### src/rtl/conv_window_controller_if.sv
// rtl/conv_window_controller_if.sv - control/ROM/RAM signal bundle of the convolution window controller
// master = controller side, slave = environment side (ROMs, MAC datapath, output RAM).
interface conv_window_controller_if #(
  parameter int ADDR_W = 20,
  parameter int K      = 3
);
  logic              start;
  logic              reload_w;
  logic [ADDR_W-1:0] ROM_IF_A;
  logic [ADDR_W-1:0] ROM_W_A;
  logic              ROM_IF_OE;
  logic              ROM_W_OE;
  logic [ADDR_W-1:0] RAM_A;
  logic              RAM_WE;
  logic              RAM_OE;
  logic [K-1:0]      sel_if;
  logic [K-1:0]      sel_w;
  logic              clear;
  logic              shift;
  logic              busy;
  logic              done;

  modport master (
    input  start, reload_w,
    output ROM_IF_A, ROM_W_A, ROM_IF_OE, ROM_W_OE, RAM_A, RAM_WE, RAM_OE,
           sel_if, sel_w, clear, shift, busy, done
  );

  modport slave (
    output start, reload_w,
    input  ROM_IF_A, ROM_W_A, ROM_IF_OE, ROM_W_OE, RAM_A, RAM_WE, RAM_OE,
           sel_if, sel_w, clear, shift, busy, done
  );
endinterface

### src/rtl/conv_window_controller.sv
// rtl/conv_window_controller.sv - KxK sliding-window convolution sequencer
// Walks output pixels row-major: full window fetch at row start, single column fetch per step.
module conv_window_controller #(
  parameter int IMG_W  = 258,
  parameter int IMG_H  = 258,
  parameter int K      = 3,
  parameter int ADDR_W = 20
) (
  input  logic                      clk,
  input  logic                      rst,
  conv_window_controller_if.master  bus
);
  localparam int KK    = K * K;
  localparam int OUT_W = IMG_W - K + 1;
  localparam int OUT_H = IMG_H - K + 1;
  localparam int CW    = $clog2(KK + 1);
  localparam int XW    = (OUT_W > 1) ? $clog2(OUT_W) : 1;
  localparam int YW    = (OUT_H > 1) ? $clog2(OUT_H) : 1;

  typedef enum logic [2:0] {
    S_IDLE, S_LOAD_W, S_READ_FULL, S_READ_COL, S_WRITE, S_DONE
  } state_t;

  state_t         state, state_nx;
  logic [CW-1:0]  c;
  logic [XW-1:0]  ocol;
  logic [YW-1:0]  orow;
  logic           w_valid;

  logic           last_col, last_row;
  logic [CW-1:0]  c_full, c_col, kr, kc, sel_row, c_m1;
  logic [K-1:0]   one_k;
  logic [ADDR_W-1:0] full_a, col_a, ram_a;

  assign last_col = (ocol == XW'(OUT_W - 1));
  assign last_row = (orow == YW'(OUT_H - 1));

  // Addresses freeze on the final (latency) cycle by clamping the counter.
  assign c_full  = (c < CW'(KK)) ? c : CW'(KK - 1);
  assign c_col   = (c < CW'(K))  ? c : CW'(K - 1);
  assign kr      = c_full / CW'(K);
  assign kc      = c_full % CW'(K);
  assign c_m1    = c - CW'(1);
  assign sel_row = c_m1 / CW'(K);
  assign one_k   = {{(K-1){1'b0}}, 1'b1};

  assign full_a = (ADDR_W'(orow) + ADDR_W'(kr)) * ADDR_W'(IMG_W) + ADDR_W'(ocol) + ADDR_W'(kc);
  assign col_a  = (ADDR_W'(orow) + ADDR_W'(c_col)) * ADDR_W'(IMG_W) + ADDR_W'(ocol) + ADDR_W'(K - 1);
  assign ram_a  = ADDR_W'(orow) * ADDR_W'(OUT_W) + ADDR_W'(ocol);

  always_ff @(posedge clk) begin
    if (rst) begin
      state   <= S_IDLE;
      c       <= '0;
      ocol    <= '0;
      orow    <= '0;
      w_valid <= 1'b0;
    end else begin
      state <= state_nx;
      case (state)
        S_IDLE: begin
          c    <= '0;
          ocol <= '0;
          orow <= '0;
        end
        S_LOAD_W: begin
          c       <= c + CW'(1);
          w_valid <= 1'b1;
        end
        S_READ_FULL, S_READ_COL: c <= c + CW'(1);
        S_WRITE: begin
          c <= '0;
          if (last_col) begin
            ocol <= '0;
            orow <= orow + YW'(1);
          end else begin
            ocol <= ocol + XW'(1);
          end
        end
        default: c <= '0;
      endcase
    end
  end

  always_comb begin
    state_nx      = state;
    bus.ROM_IF_A  = '0;
    bus.ROM_W_A   = '0;
    bus.ROM_IF_OE = 1'b0;
    bus.ROM_W_OE  = 1'b0;
    bus.RAM_A     = '0;
    bus.RAM_WE    = 1'b0;
    bus.RAM_OE    = 1'b0;
    bus.sel_if    = '0;
    bus.sel_w     = '0;
    bus.clear     = 1'b0;
    bus.shift     = 1'b0;
    bus.busy      = 1'b0;
    bus.done      = 1'b0;
    case (state)
      S_IDLE: begin
        if (bus.start)
          state_nx = (bus.reload_w || !w_valid) ? S_LOAD_W : S_READ_FULL;
      end
      S_LOAD_W, S_READ_FULL: begin
        bus.busy      = 1'b1;
        bus.ROM_IF_A  = full_a;
        bus.ROM_IF_OE = (c < CW'(KK));
        bus.clear     = (c == '0);
        bus.sel_if    = (c != '0) ? (one_k << sel_row) : '0;
        if (state == S_LOAD_W) begin
          bus.ROM_W_A  = ADDR_W'(c_full);
          bus.ROM_W_OE = (c < CW'(KK));
          bus.sel_w    = bus.sel_if;
        end
        if (c == CW'(KK))
          state_nx = S_WRITE;
      end
      S_READ_COL: begin
        bus.busy      = 1'b1;
        bus.ROM_IF_A  = col_a;
        bus.ROM_IF_OE = (c < CW'(K));
        bus.shift     = (c == '0);
        bus.sel_if    = (c != '0) ? (one_k << c_m1) : '0;
        if (c == CW'(K))
          state_nx = S_WRITE;
      end
      S_WRITE: begin
        bus.busy   = 1'b1;
        bus.RAM_WE = 1'b1;
        bus.RAM_A  = ram_a;
        if (last_col && last_row)
          state_nx = S_DONE;
        else if (last_col)
          state_nx = S_READ_FULL;
        else
          state_nx = S_READ_COL;
      end
      S_DONE: begin
        bus.busy = 1'b1;
        bus.done = 1'b1;
        state_nx = S_IDLE;
      end
      default: state_nx = S_IDLE;
    endcase
  end
endmodule

### src/flat_wrapper.sv
// flat-port wrapper written by rule: the top's interface ports become plain ports
module conv_window_controller_flat 
#(
  parameter int IMG_W  = 258,
  parameter int IMG_H  = 258,
  parameter int K      = 3,
  parameter int ADDR_W = 20
)
  (clk, rst, bus_start, bus_reload_w, bus_ROM_IF_A, bus_ROM_W_A, bus_ROM_IF_OE, bus_ROM_W_OE, bus_RAM_A, bus_RAM_WE, bus_RAM_OE, bus_sel_if, bus_sel_w, bus_clear, bus_shift, bus_busy, bus_done);
  conv_window_controller_if #(.ADDR_W(ADDR_W), .K(K)) bus_i ();
  input  logic clk;
  input  logic rst;
  input wire logic [$bits(bus_i.start)-1:0] bus_start;
  input wire logic [$bits(bus_i.reload_w)-1:0] bus_reload_w;
  output wire logic [$bits(bus_i.ROM_IF_A)-1:0] bus_ROM_IF_A;
  output wire logic [$bits(bus_i.ROM_W_A)-1:0] bus_ROM_W_A;
  output wire logic [$bits(bus_i.ROM_IF_OE)-1:0] bus_ROM_IF_OE;
  output wire logic [$bits(bus_i.ROM_W_OE)-1:0] bus_ROM_W_OE;
  output wire logic [$bits(bus_i.RAM_A)-1:0] bus_RAM_A;
  output wire logic [$bits(bus_i.RAM_WE)-1:0] bus_RAM_WE;
  output wire logic [$bits(bus_i.RAM_OE)-1:0] bus_RAM_OE;
  output wire logic [$bits(bus_i.sel_if)-1:0] bus_sel_if;
  output wire logic [$bits(bus_i.sel_w)-1:0] bus_sel_w;
  output wire logic [$bits(bus_i.clear)-1:0] bus_clear;
  output wire logic [$bits(bus_i.shift)-1:0] bus_shift;
  output wire logic [$bits(bus_i.busy)-1:0] bus_busy;
  output wire logic [$bits(bus_i.done)-1:0] bus_done;
  assign bus_i.start = bus_start;
  assign bus_i.reload_w = bus_reload_w;
  assign bus_ROM_IF_A = bus_i.ROM_IF_A;
  assign bus_ROM_W_A = bus_i.ROM_W_A;
  assign bus_ROM_IF_OE = bus_i.ROM_IF_OE;
  assign bus_ROM_W_OE = bus_i.ROM_W_OE;
  assign bus_RAM_A = bus_i.RAM_A;
  assign bus_RAM_WE = bus_i.RAM_WE;
  assign bus_RAM_OE = bus_i.RAM_OE;
  assign bus_sel_if = bus_i.sel_if;
  assign bus_sel_w = bus_i.sel_w;
  assign bus_clear = bus_i.clear;
  assign bus_shift = bus_i.shift;
  assign bus_busy = bus_i.busy;
  assign bus_done = bus_i.done;
  conv_window_controller #(.IMG_W(IMG_W), .IMG_H(IMG_H), .K(K), .ADDR_W(ADDR_W)) u_core (.clk(clk), .rst(rst), .bus(bus_i));
endmodule
### config.mk
export PLATFORM = sky130hd
export DESIGN_NAME = conv_window_controller_flat
export DESIGN_NICKNAME = d
export VERILOG_FILES = /design/src/rtl/conv_window_controller_if.sv /design/src/rtl/conv_window_controller.sv /design/src/flat_wrapper.sv
export SDC_FILE = /design/constraint.sdc
export NUM_CORES = 1
export LEC_CHECK = 0
export CAP_MARGIN = 20
export CORE_ASPECT_RATIO = 0.5
export CORE_MARGIN = 10
export CORE_UTILIZATION = 45
export CTS_BUF_LIST = sky130_fd_sc_hd__clkbuf_2
export DETAILED_ROUTE_END_ITERATION = 8
export GPL_TIMING_DRIVEN = 0
export PLACE_DENSITY = 0.7
export SLEW_MARGIN = 30
export SYNTH_ARGS = -nofsm -noshare
export SYNTH_HDL_FRONTEND = slang
export SYNTH_SLANG_ARGS = --single-unit
### constraint.sdc
create_clock -name clk -period 9.7 [get_ports clk]
set_input_delay 0.97 -clock clk [delete_from_list [all_inputs] [get_ports clk]]
set_output_delay 0.97 -clock clk [all_outputs]
set_load 0.01 [all_outputs]
After elaboration in Yosys (flattened, before gate mapping) --
Index checks and enable logic that the tools add are counted.
Word-level totals: logic and storage cells 82, output and inout port bits 74, register bits after elaboration 24, memories 0, latch bits 0, RAM bits 0, bits in read-only memories 0, input bits 4
Operators by class: eq/ne operators 13, $lt $le $gt $ge 2, div/mod/pow operators 3, reduce and logical (&&, ||, !) cells 13, $mul 2, bitwise operators 1, mux-type cells 30, add/subtract/negate cells 11, shift-type cells 2
Operators by type and width (count):
- $add A20 B8 Y20 | 2
- $mul A20 B8 Y19 const B | 2
- $mux W20 | 2
- $pmux W20 S2 | 1
- $pmux W8 S2 | 2
- $mux W3 | 8
- $add A20 B2 Y20 const B | 1
- $add A20 B4 Y20 | 1
- $add A8 B4 Y9 | 2
- $add A16 B8 Y17 | 1
- $add A8 B1 Y8 const B | 2
- $eq A8 B8 Y1 const B | 2
- $mux W8 | 2
- $mux W4 | 3
- $pmux W3 S4 | 1
- $div A4 B2 Y4 const B | 2
- $mux W1 | 8
- $shl A1 B4 Y3 const A | 2
- $eq A3 B2 Y1 const B | 2
- $eq A3 B3 Y1 const B | 2
- $ne A2 B1 Y1 const B | 3
- $pmux W3 S2 | 1
- $reduce_or A5 Y1 | 1
- $add A4 B1 Y4 const B | 1
- 22 further kinds | 23

Depth between registers and ports, before layout --
Gate-level depths: netlist (run 1).
word-level depth 8, depth in mapped cells 27, gate-level depth less buffers 25

Least setup slack after synthesis (run 1) --
No wires, ideal clock.
kind register to output, from register u_core.c[0], to output port bus_ROM_IF_A[15], buffers on the path 1, cell stages (with the launch flop) 27, data required time 8.730 ns, setup slack 3.323 ns, arrival time 5.407 ns, path through dfxtp_1 > clkbuf_1 > inv_1 > ha_1 > nand2b_1 > nand2_1 > nand2_1 > xnor2_1 > ha_1 > nor2_1 > nand2_1 > ha_1 > inv_1 > fa_1 > and2b_1 > o21ai_2 > nor2_1 > ha_1 > ha_1 > ha_1 > fa_1 > nand3_1 > a211o_1 > or4_1 > a31oi_1 > xnor2_1 > o22ai_1
On the way: word-level cells in the longest chain between the ends 8
RTL lines:
- from (decl) | line conv_window_controller.sv:25 | logic [CW-1:0] c;
- from (signal assigned) | line conv_window_controller.sv:67 | c <= c + CW'(1);
- from (signal assigned) | line conv_window_controller.sv:70 | S_READ_FULL, S_READ_COL: c <= c + CW'(1);
- $lt A4 B4 Y1 | line conv_window_controller.sv:39 | assign c_full = (c < CW'(KK)) ? c : CW'(KK - 1);
- $mux W4 | line conv_window_controller.sv:39
- $div A4 B2 Y4 | line conv_window_controller.sv:41 | assign kr = c_full / CW'(K);
- $add A8 B4 Y9 | line conv_window_controller.sv:47 | assign full_a = (ADDR_W'(orow) + ADDR_W'(kr)) * ADDR_W'(IMG_W) + ADDR_W'(ocol) + ADDR_W'(kc);
- $mul A20 B8 Y19 | line conv_window_controller.sv:47
- $add A20 B8 Y20 | line conv_window_controller.sv:47
- $add A20 B4 Y20 | line conv_window_controller.sv:47
- $pmux W20 S2 * | line conv_window_controller.sv:100 | case (state)
- to (decl) | line flat_wrapper.sv:15 | output wire logic [$bits(bus_i.ROM_IF_A)-1:0] bus_ROM_IF_A;
Mark *: on every way between the ends. The rest lies on a longest branch, timed or not.

Worst setup path after layout (run 1) --
Ends and elaborated chain as after synthesis.

==> flow_summary.toml, run 1 <==
[floorplan]
die-area_um2 = 13830
io_pins = 78
die_w_um = 156.6
fp.dieH_um = 88.30
core-area_um2 = 8889
start_util_pct = 47.23
rows = 24

[timing]
fin_crit_ns = 8.343
slew-limit-headroom_pct = 48.06
clock_skew_ns = 0.02850
setup_viol_count_final = 0
min_period_over_period_pct = 86.01
tightest_slew_ns = 0.7791
timing.hold.ws_ns = 0.4978
final-max-slew-violation-count = 0
hold_viol_final = 0
setup_ws_ns = 1.357
max_freq_mhz = 119.9
tns_ns = 0
grt_setup_unrepaired = "no"

[clocking]
cts_sinks = 24
cts_max_path_buffers = 2
cts_root_buf = "clkbuf_2"
cts_buffers = 3
cts_resized = 0
h-tree-depth = 1
cts_tree = "done"
cts_setup_buffers = 0
cts.reportedPaths.clkPinSlew_ns = 0.27
worstSkewPairLatency_ns = 0.37
postCtsHoldBufs = 0

[global_routing]
grtUsageTotal_pct = 17.65
grt_max_degree = 14
gr-total-overflow = 0
grt_pass1_vias = 4044
antenna_found_initial = 0
grt_pass1_wl_um = 20270

[setup_path]
timing_worst_setup_path_type = "reg -> out"
required_ns = 8.73
worstSetupStartpointType = "register"
critPathMaxFanout = 10
cp.arrival_ns = 7.37
end_kind = "output port"

[route]
wl_per_cell_um = 16.19
num_vias = 4260
routed_via_density = 5.561
first_pass_iters = 4
drt_iter0_drc = 262
ant_nets = 0
wirelength_um = 12400
drcViolationCount = 0

[placed_design]
placed_cells = 762
dp_hpwl_um = 10040
pre_cts_slack_ns = 1.961
port_buffers = 53
place_congestion = 0.8678

[logic_synthesis]
async_reset_ff_share_pct = 0
synth_cell_types = 64
syn-cell-area_um2 = 4198
yosysSeqAreaShare_pct = 11.45
synth_warnings = 0
synthCells = 566
synth_edf_count = 0
avgSynthCellArea_um2 = 7.417
synth-seq-cells = 24
synth_flop_cell = "dfxtp_1"

[finish]
area_growth_pct = 18.90
multi_input_area_um2 = 3366
instances_no_fill = 766
final_layout_size_suffix_gt1_share_pct = 6.163
fill_cells = 885
diodes = 0
postLayoutCoreUtil_pct = 56.15
final-seq-area_um2 = 480.5
finalNetCount = 724

[power]
irDropWorstVdd_uv = 53.28
powerDensity_nw_per_um2 = 108.8
p_leak_nw = 2.372

[min_path]
hold_class = "reg -> reg"

[flow_run]
cap_violations = 0

[outcome]
outcome = "finished clean"
[report_power, final]
group	leakage [nW]	switching, W	total [W]	internal [W]
clock network	0.0140	0.0000337	0.0000426	0.00000895
logic	2.16	0.000248	0.000384	0.000136
registers	0.194	0.00000850	0.000117	0.000108
total	2.37	0.000290	0.000543	0.000253
[routing by layer]
layer	vias up	track usage, %	part of all wire, %
li1	2127	-	-
met1	1986	24.05	48
met2	135	28.55	42
met3	12	2.906	7.8
met4	0	4.511	1.6
met5	-	0	0
[final timing paths]
path	startpoint	endpoint	slack [ns]	depth (start not counted)
worst max-delay path	u_core.c[0]	bus_ROM_IF_A[15]	1.36	27
worst min-delay path	u_core.w_valid	u_core.w_valid	0.50	2
worst max register to register	u_core.orow[5]	u_core.state[0]	7.23	8
worst min register to register	u_core.w_valid	u_core.w_valid	0.50	2
[metrics by stage]
stage                     total power [W]  cell area [um2]
after floorplan                 0.0003569             4295
after global placement          0.0004925             4972
after detailed placement        0.0004955             4972
after CTS                       0.0005376             4991
after global routing            0.0005906             4991
final                           0.0005432             4991
[cells in the final DEF, fill, tap and decap left out, drive strengths merged, types with 4 or more instances in the layout]
cell type      instances
o22ai                 12
mux2i                  4
o21a                   4
nor3                  16
nand4                  5
nand2                 46
clkbuf                20
and3                  20
o31ai                  4
nor2                  56
conb                  27
dfxtp                 24
buf                   29
nor4                   5
fa                     9
a211o                  4
a21o                   9
nand3                 20
xor2                  19
a211oi                 9
clkdlybuf4s50         53
inv                   48
ha                    61
and2                   5
a21oi                 33
o21ai                 19
xnor2                 28
[cell type report]
class | instances | share of cell area [%]
clock buffers | 3 | 0.3008
flip-flops and latches | 24 | 9.626
well taps | 117 | 2.933
inverters | 48 | 3.610
repair buffers | 53 | 10.63
multi-input cells | 474 | 67.44
plain buffers | 46 | 5.390
clock inverters | 1 | 0.07521
[flip-flops by register name, summed over array words and instances (netlist names)]
| name | flops |
|---|---|
| u_core.state | 3 |
| u_core.w_valid | 1 |
| u_core.orow | 8 |
| u_core.ocol | 8 |
| u_core.c | 4 |
[logic make-up after synthesis]
group,after synthesis,share of synthesized area [%]
other,1,0.08933
buffers and inverters,94,10.70
muxes,6,1.490
AOI/OAI and AO/OA,128,20.51
DFF,24,11.45
adders and majority gates,70,22.47
xor gates and xnor gates,49,11.06
and+or+nand+nor,194,22.24
[worst max-delay path, stage by stage (launching register included)]
cell and delay [ns]:
dfxtp_1 0.46, clkbuf_1 0.41, inv_1 0.24, ha_1 0.30
nand2b_1 0.15, nand2_1 0.15, nand2_1 0.16, xnor2_1 0.16
ha_1 0.25, nor2_1 0.06, nand2_1 0.17, ha_1 0.22
inv_1 0.06, fa_1 0.39, and2b_1 0.24, o21ai_2 0.09
nor2_1 0.24, ha_1 0.28, ha_1 0.19, ha_1 0.20
fa_1 0.54, nand3_1 0.15, a211o_1 0.37, or4_1 0.41
a31oi_1 0.22, xnor2_1 0.09, o22ai_1 0.19, clkdlybuf4s50_1 0.58
[synth_stat cells (3+ instances only)]
master,number,area [um2]
nor2b_1,3,18.77
nand2_1,46,172.7
nand4_1,5,31.28
o21ai_0,17,85.08
xor2_1,19,166.4
nor4_1,5,31.28
o41ai_1,3,26.28
buf_4,25,187.7
o21a_1,4,30.03
a211o_1,4,35.03
o32ai_1,3,26.28
xnor2_1,27,236.5
nand2b_1,3,18.77
nor3b_1,3,22.52
a21o_1,9,67.56
and2_1,5,31.28
or4_1,3,22.52
nand3b_1,3,22.52
a31oi_1,3,18.77
o211ai_1,3,22.52
a211oi_1,8,60.06
dfxtp_1,24,480.5
a21oi_1,33,165.2
nor2_1,56,210.2
nand3_1,20,100.1
nor3_1,15,75.07
fa_1,9,180.2
and3_1,20,125.1
o22ai_1,12,75.07
inv_1,47,176.4
o31ai_1,4,30.03
mux2i_1,4,40.04
a22o_1,3,26.28
clkbuf_1,17,63.81
ha_1,61,763.2
No activity file was read; power rests on OpenSTA's default activity.
==> run 2, diff against run 1 <==
CORE_ASPECT_RATIO = 1.2   (was 0.5)
==> run 2 against run 1 <==
Non-clock buffer count stayed put; critical endpoint unchanged; register-to-register slack gained 0.12 ns; worst hold slack improved by 0.017 ns; sequential power barely moved; largest power group unchanged; via count fell by 1.1%; core utilization decreased by 0.83 points; clock-buffer cell count did not move; global-route usage increased by 0.59 points; critical path depth unchanged; design area increased by 0.65%; clock power increased by 64%.
==> flow_summary.toml, run 2 (synthesized netlist as in run 1, its figures left out) <==
[floorplan]
fp.dieH_um = 125.8
die-area_um2 = 13610
start_util_pct = 46.22
rows = 38
die_w_um = 108.2
core-area_um2 = 9081
io_pins = 78

[global_routing]
grt_pass1_wl_um = 20760
grtUsageTotal_pct = 18.24
antenna_found_initial = 1
grt_max_degree = 15
gr-total-overflow = 0
grt_pass1_vias = 4271

[min_path]
hold_class = "reg -> reg"
holdPathStages = 2

[setup_path]
reg2reg_depth = 8
rrSetupSlack_ns = 7.35
end_kind = "output port"
required_ns = 8.73
worstSetupStartpointType = "register"
critPathMaxFanout = 10
timing_worst_setup_path_type = "reg -> out"
cp.arrival_ns = 7.20

[power]
irDropWorstVdd_uv = 62.40
p_leak_nw = 2.385
powerDensity_nw_per_um2 = 113.7

[route]
num_vias = 4215
routed_via_density = 5.474
drcViolationCount = 0
wirelength_um = 12630
drt_iter0_drc = 221
first_pass_iters = 8
wl_per_cell_um = 16.40
ant_nets = 0

[clocking]
cts_setup_buffers = 0
postCtsHoldBufs = 0
cts_resized = 0
cts_max_path_buffers = 2
cts_sinks = 24
cts_root_buf = "clkbuf_2"
h-tree-depth = 1
cts_tree = "done"
worstSkewPairLatency_ns = 0.38
cts.reportedPaths.clkPinSlew_ns = 0.28
cts_buffers = 3

[outcome]
outcome = "finished clean"

[timing]
final-max-slew-violation-count = 0
hold_viol_final = 0
setup_ws_ns = 1.529
fin_crit_ns = 8.171
grt_setup_unrepaired = "no"
min_period_over_period_pct = 84.24
setup_viol_count_final = 0
tightest_slew_ns = 0.8810
slew-limit-headroom_pct = 40.50
max_freq_mhz = 122.4
tns_ns = 0
clock_skew_ns = 0.03778

[placed_design]
port_buffers = 53
dp_hpwl_um = 10470
place_congestion = 0.9337
pre_cts_slack_ns = 2.043

[finish]
top_regs = "u_core.ocol x8, u_core.orow x8, u_core.c x4"
finalNetCount = 724
area_growth_pct = 19.67
final_layout_size_suffix_gt1_share_pct = 6.317
mostFrequentLayoutCell = "ha_1"
final_cell_mix = "ha_1, nor2_1, clkdlybuf4s50_1"

[flow_run]
cap_violations = 0
## run 2: worst paths after layout
kind | endpoint | start
min reg2reg | u_core.w_valid | u_core.w_valid
min | u_core.w_valid | u_core.w_valid
max reg2reg | u_core.state[0] | u_core.orow[5]
max | bus_ROM_IF_A[15] | u_core.c[0]
## run 2: per-layer routing
metal	vias up	global-route usage, %	share of wire, %
met2	106	32.47	50
met5	-	0	0
li1	2122	-	-
met4	0	7.008	2.5
met1	1965	21.19	42
met3	22	2.551	5.7
## run 2: final cells by class
cell class | count | area, um2
Antenna cell | 1 | 2.502
Buffer | 46 | 269.0
Clock buffer | 3 | 15.01
Clock inverter | 1 | 30.03
Fill cell | 903 | 4058
Inverter | 48 | 180.2
Multi-Input combinational cell | 474 | 3366
Sequential cell | 24 | 480.5
Tap cell | 120 | 150.1
Timing Repair Buffer | 53 | 530.5
## run 2: worst max-delay path: stages (launching register included)
cell and delay [ns]:
dfxtp_1 0.46, clkbuf_1 0.38, inv_1 0.21, ha_1 0.29
nand2b_1 0.14, nand2_1 0.12, nand2_1 0.13, xnor2_1 0.15
ha_1 0.25, nor2_1 0.07, nand2_1 0.15, ha_1 0.22
inv_1 0.06, fa_1 0.40, and2b_1 0.25, o21ai_2 0.09
nor2_1 0.20, ha_1 0.27, ha_1 0.20, ha_1 0.21
fa_1 0.54, nand3_1 0.16, a211o_1 0.39, or4_1 0.42
a31oi_1 0.22, xnor2_1 0.10, o22ai_1 0.20, clkdlybuf4s50_1 0.58
## run 2: where the power goes
| group | total [W] | internal [W] | switching (W) |
|---|---|---|---|
| clock | 0.0000698 | 0.0000355 | 0.0000343 |
| combinational | 0.000384 | 0.000136 | 0.000248 |
| sequential | 0.000117 | 0.000108 | 0.00000923 |
| total | 0.000571 | 0.000280 | 0.000292 |
## run 2: through the flow
step / power, W / utilization [%] / cells / hold WS (ns) / cell area, um2
final: 0.0005712 / 55.32 / 770 / 0.5144 / 5024
after global routing: 0.0006150 / 55.32 / 770 / 0.5617 / 5024
after CTS: 0.0005671 / 55.29 / 769 / 0.5196 / 5021
after detailed placement: 0.0004976 / 54.79 / 765 / 0.4792 / 4976
after global placement: 0.0004913 / 54.79 / 765 / 0.4634 / 4976
after floorplan: 0.0003569 / - / 592 / 0.4407 / 4295
==> run 3, diff against run 2 <==
clock period = 8.1 ns   (was 9.7 ns; I/O delays follow)
==> run 3 against run 2 <==
The run now ends with design-rule violations left; via count decreased by 0.19%; highest routed layer unchanged; sequential power grew 21%; sequential cell count unchanged; non-clock buffer count unchanged; largest power group unchanged; critical path type unchanged; clock-buffer cell count is the same.
==> flow_summary.toml, run 3 (synthesized netlist as in run 1, its figures left out) <==
[min_path]
hold_class = "reg -> reg"
holdPathEnd = "u_core.w_valid"
holdPathStages = 2
hp-start = "u_core.w_valid"

[route]
num_vias = 4207
wirelength_um = 12640
first_pass_iters = 8
ant_nets = 0
drcViolationCount = 1
routed_via_density = 5.464
drt_iter0_drc = 250
wl_per_cell_um = 16.42

[global_routing]
gr-max-usage-layer = "met2"
grt_pass1_vias = 4271
use_met1_pct = 21.19
antenna_found_initial = 1
grtUsageTotal_pct = 18.24
met2_usage_pct = 32.47
grt_max_degree = 15
grt_pass1_wl_um = 20760
grtUsageMet3_pct = 2.551
gr-total-overflow = 0

[setup_path]
r2r-start = "u_core.orow[5]"
cp.arrival_ns = 6.91
crit_start = "u_core.c[0]"
crit_path_frequent_cell = "ha_1"
regToRegEndpoint = "u_core.state[0]"
timing_worst_setup_path_type = "reg -> out"
critPathMaxFanout = 10
worstSetupStartpointType = "register"
crit_path_max_incr_delay_ns = 0.58
reg2reg_depth = 8
cp_slowest_cell = "clkdlybuf4s50_1"
crit_buf_inv = 4
end_kind = "output port"
rrSetupSlack_ns = 5.76
required_ns = 7.29
critical_path.top_delay_family = "adder cells"

[timing]
tns_ns = 0
setup_viol_count_final = 0
fin_crit_ns = 7.717
final-max-slew-violation-count = 0
timing.hold.ws_ns = 0.5141
grt_setup_unrepaired = "no"
min_period_over_period_pct = 95.27
clock_skew_ns = 0.03181
hold_viol_final = 0
tightest_slew_ns = 0.8659
slew-limit-headroom_pct = 41.52
max_freq_mhz = 129.6

[clocking]
cts_sinks = 24
cts_max_path_buffers = 2
cts.reportedPaths.clkPinSlew_ns = 0.27
cts_tree = "done"
worstSkewPairLatency_ns = 0.38
postCtsHoldBufs = 0
cts_root_buf = "clkbuf_2"
cts_setup_buffers = 0
cts_buffers = 3
h-tree-depth = 1

[placed_design]
dp_hpwl_um = 10470
place_congestion = 0.9337
port_buffers = 53

[floorplan]
start_util_pct = 46.22
fp.dieH_um = 125.8
die_w_um = 108.2
io_pins = 78
rows = 38
die-area_um2 = 13610
core-area_um2 = 9081

[finish]
area_growth_pct = 19.88
postLayoutCoreUtil_pct = 55.41
multi_input_area_um2 = 3368
finalNetCount = 724
fill_cells = 900
top_regs = "u_core.ocol x8, u_core.orow x8, u_core.c x4"
final-seq-area_um2 = 483.0
mostFrequentLayoutCell = "ha_1"
final_layout_size_suffix_gt1_share_pct = 6.934
final_cell_mix = "ha_1, nor2_1, clkdlybuf4s50_1"

[power]
irDropWorstVdd_uv = 74.74
p_leak_nw = 2.386
powerDensity_nw_per_um2 = 136.6
total_power_w = 0.0006876

[outcome]
outcome = "complete, but fails checks"
violations = "design-rule violations"

[flow_run]
cap_violations = 0
==> run 3: worst max path at each step <==
stage	slack [ns]	depth (start not counted)	end
final	0.38	27	bus_ROM_IF_A[15]
after global routing	0.003	27	bus_ROM_IF_A[15]
after CTS	0.16	27	bus_ROM_IF_A[15]
after detailed placement	0.60	27	bus_ROM_IF_A[15]
after global placement	0.66	27	bus_ROM_IF_A[15]
after floorplan	1.88	26	bus_ROM_IF_A[15]
==> run 3: layer usage <==
layer	share of wire, %	routed length (um)	vias up
li1	-	-	2128
met1	41	5240	1951
met2	50	6364	107
met3	5.7	720	21
met4	2.5	318	0
met5	0	0	-
==> run 3: metrics by stage <==
step / worst slack (ns) / cell area [um2] / instances
3_3_place_gp: 0.6600 / 4976 / 765
5_1_grt: 0.003003 / 5032 / 770
3_5_place_dp: 0.6032 / 4976 / 765
2_1_floorplan: 1.883 / 4295 / 592
6_report: 0.3832 / 5032 / 770
4_1_cts: 0.1580 / 5021 / 769
==> run 3: layout make-up <==
type                            count  share of cell area (%)
Multi-Input combinational cell    474                   66.93
Timing Repair Buffer               53                   10.54
Sequential cell                    24                   9.597
Buffer                             46                   5.420
Inverter                           48                   3.580
Tap cell                          120                   2.984
Clock inverter                      1                  0.5967
Clock buffer                        3                  0.2984
Antenna cell                        1                 0.04973
==> run 3: repair_timing <==
item                       in CTS  in global routing
setup endpoints to repair       0                  2
hold endpoints to repair        0                  0
resized for setup               0                  7
==> run 3: worst reg2reg max path: cells and delay by family, from the launching register on <==
family          cells  cell delay (ns)
compound gates      4             0.76
simple gates        3             0.71
flops               1             0.50
buf+inv             1             0.37
==> run 3: report_power, final <==
group | internal, W | switching (W)
clock network | 0.0000425 | 0.0000408
logic | 0.000165 | 0.000299
registers | 0.000130 | 0.0000110
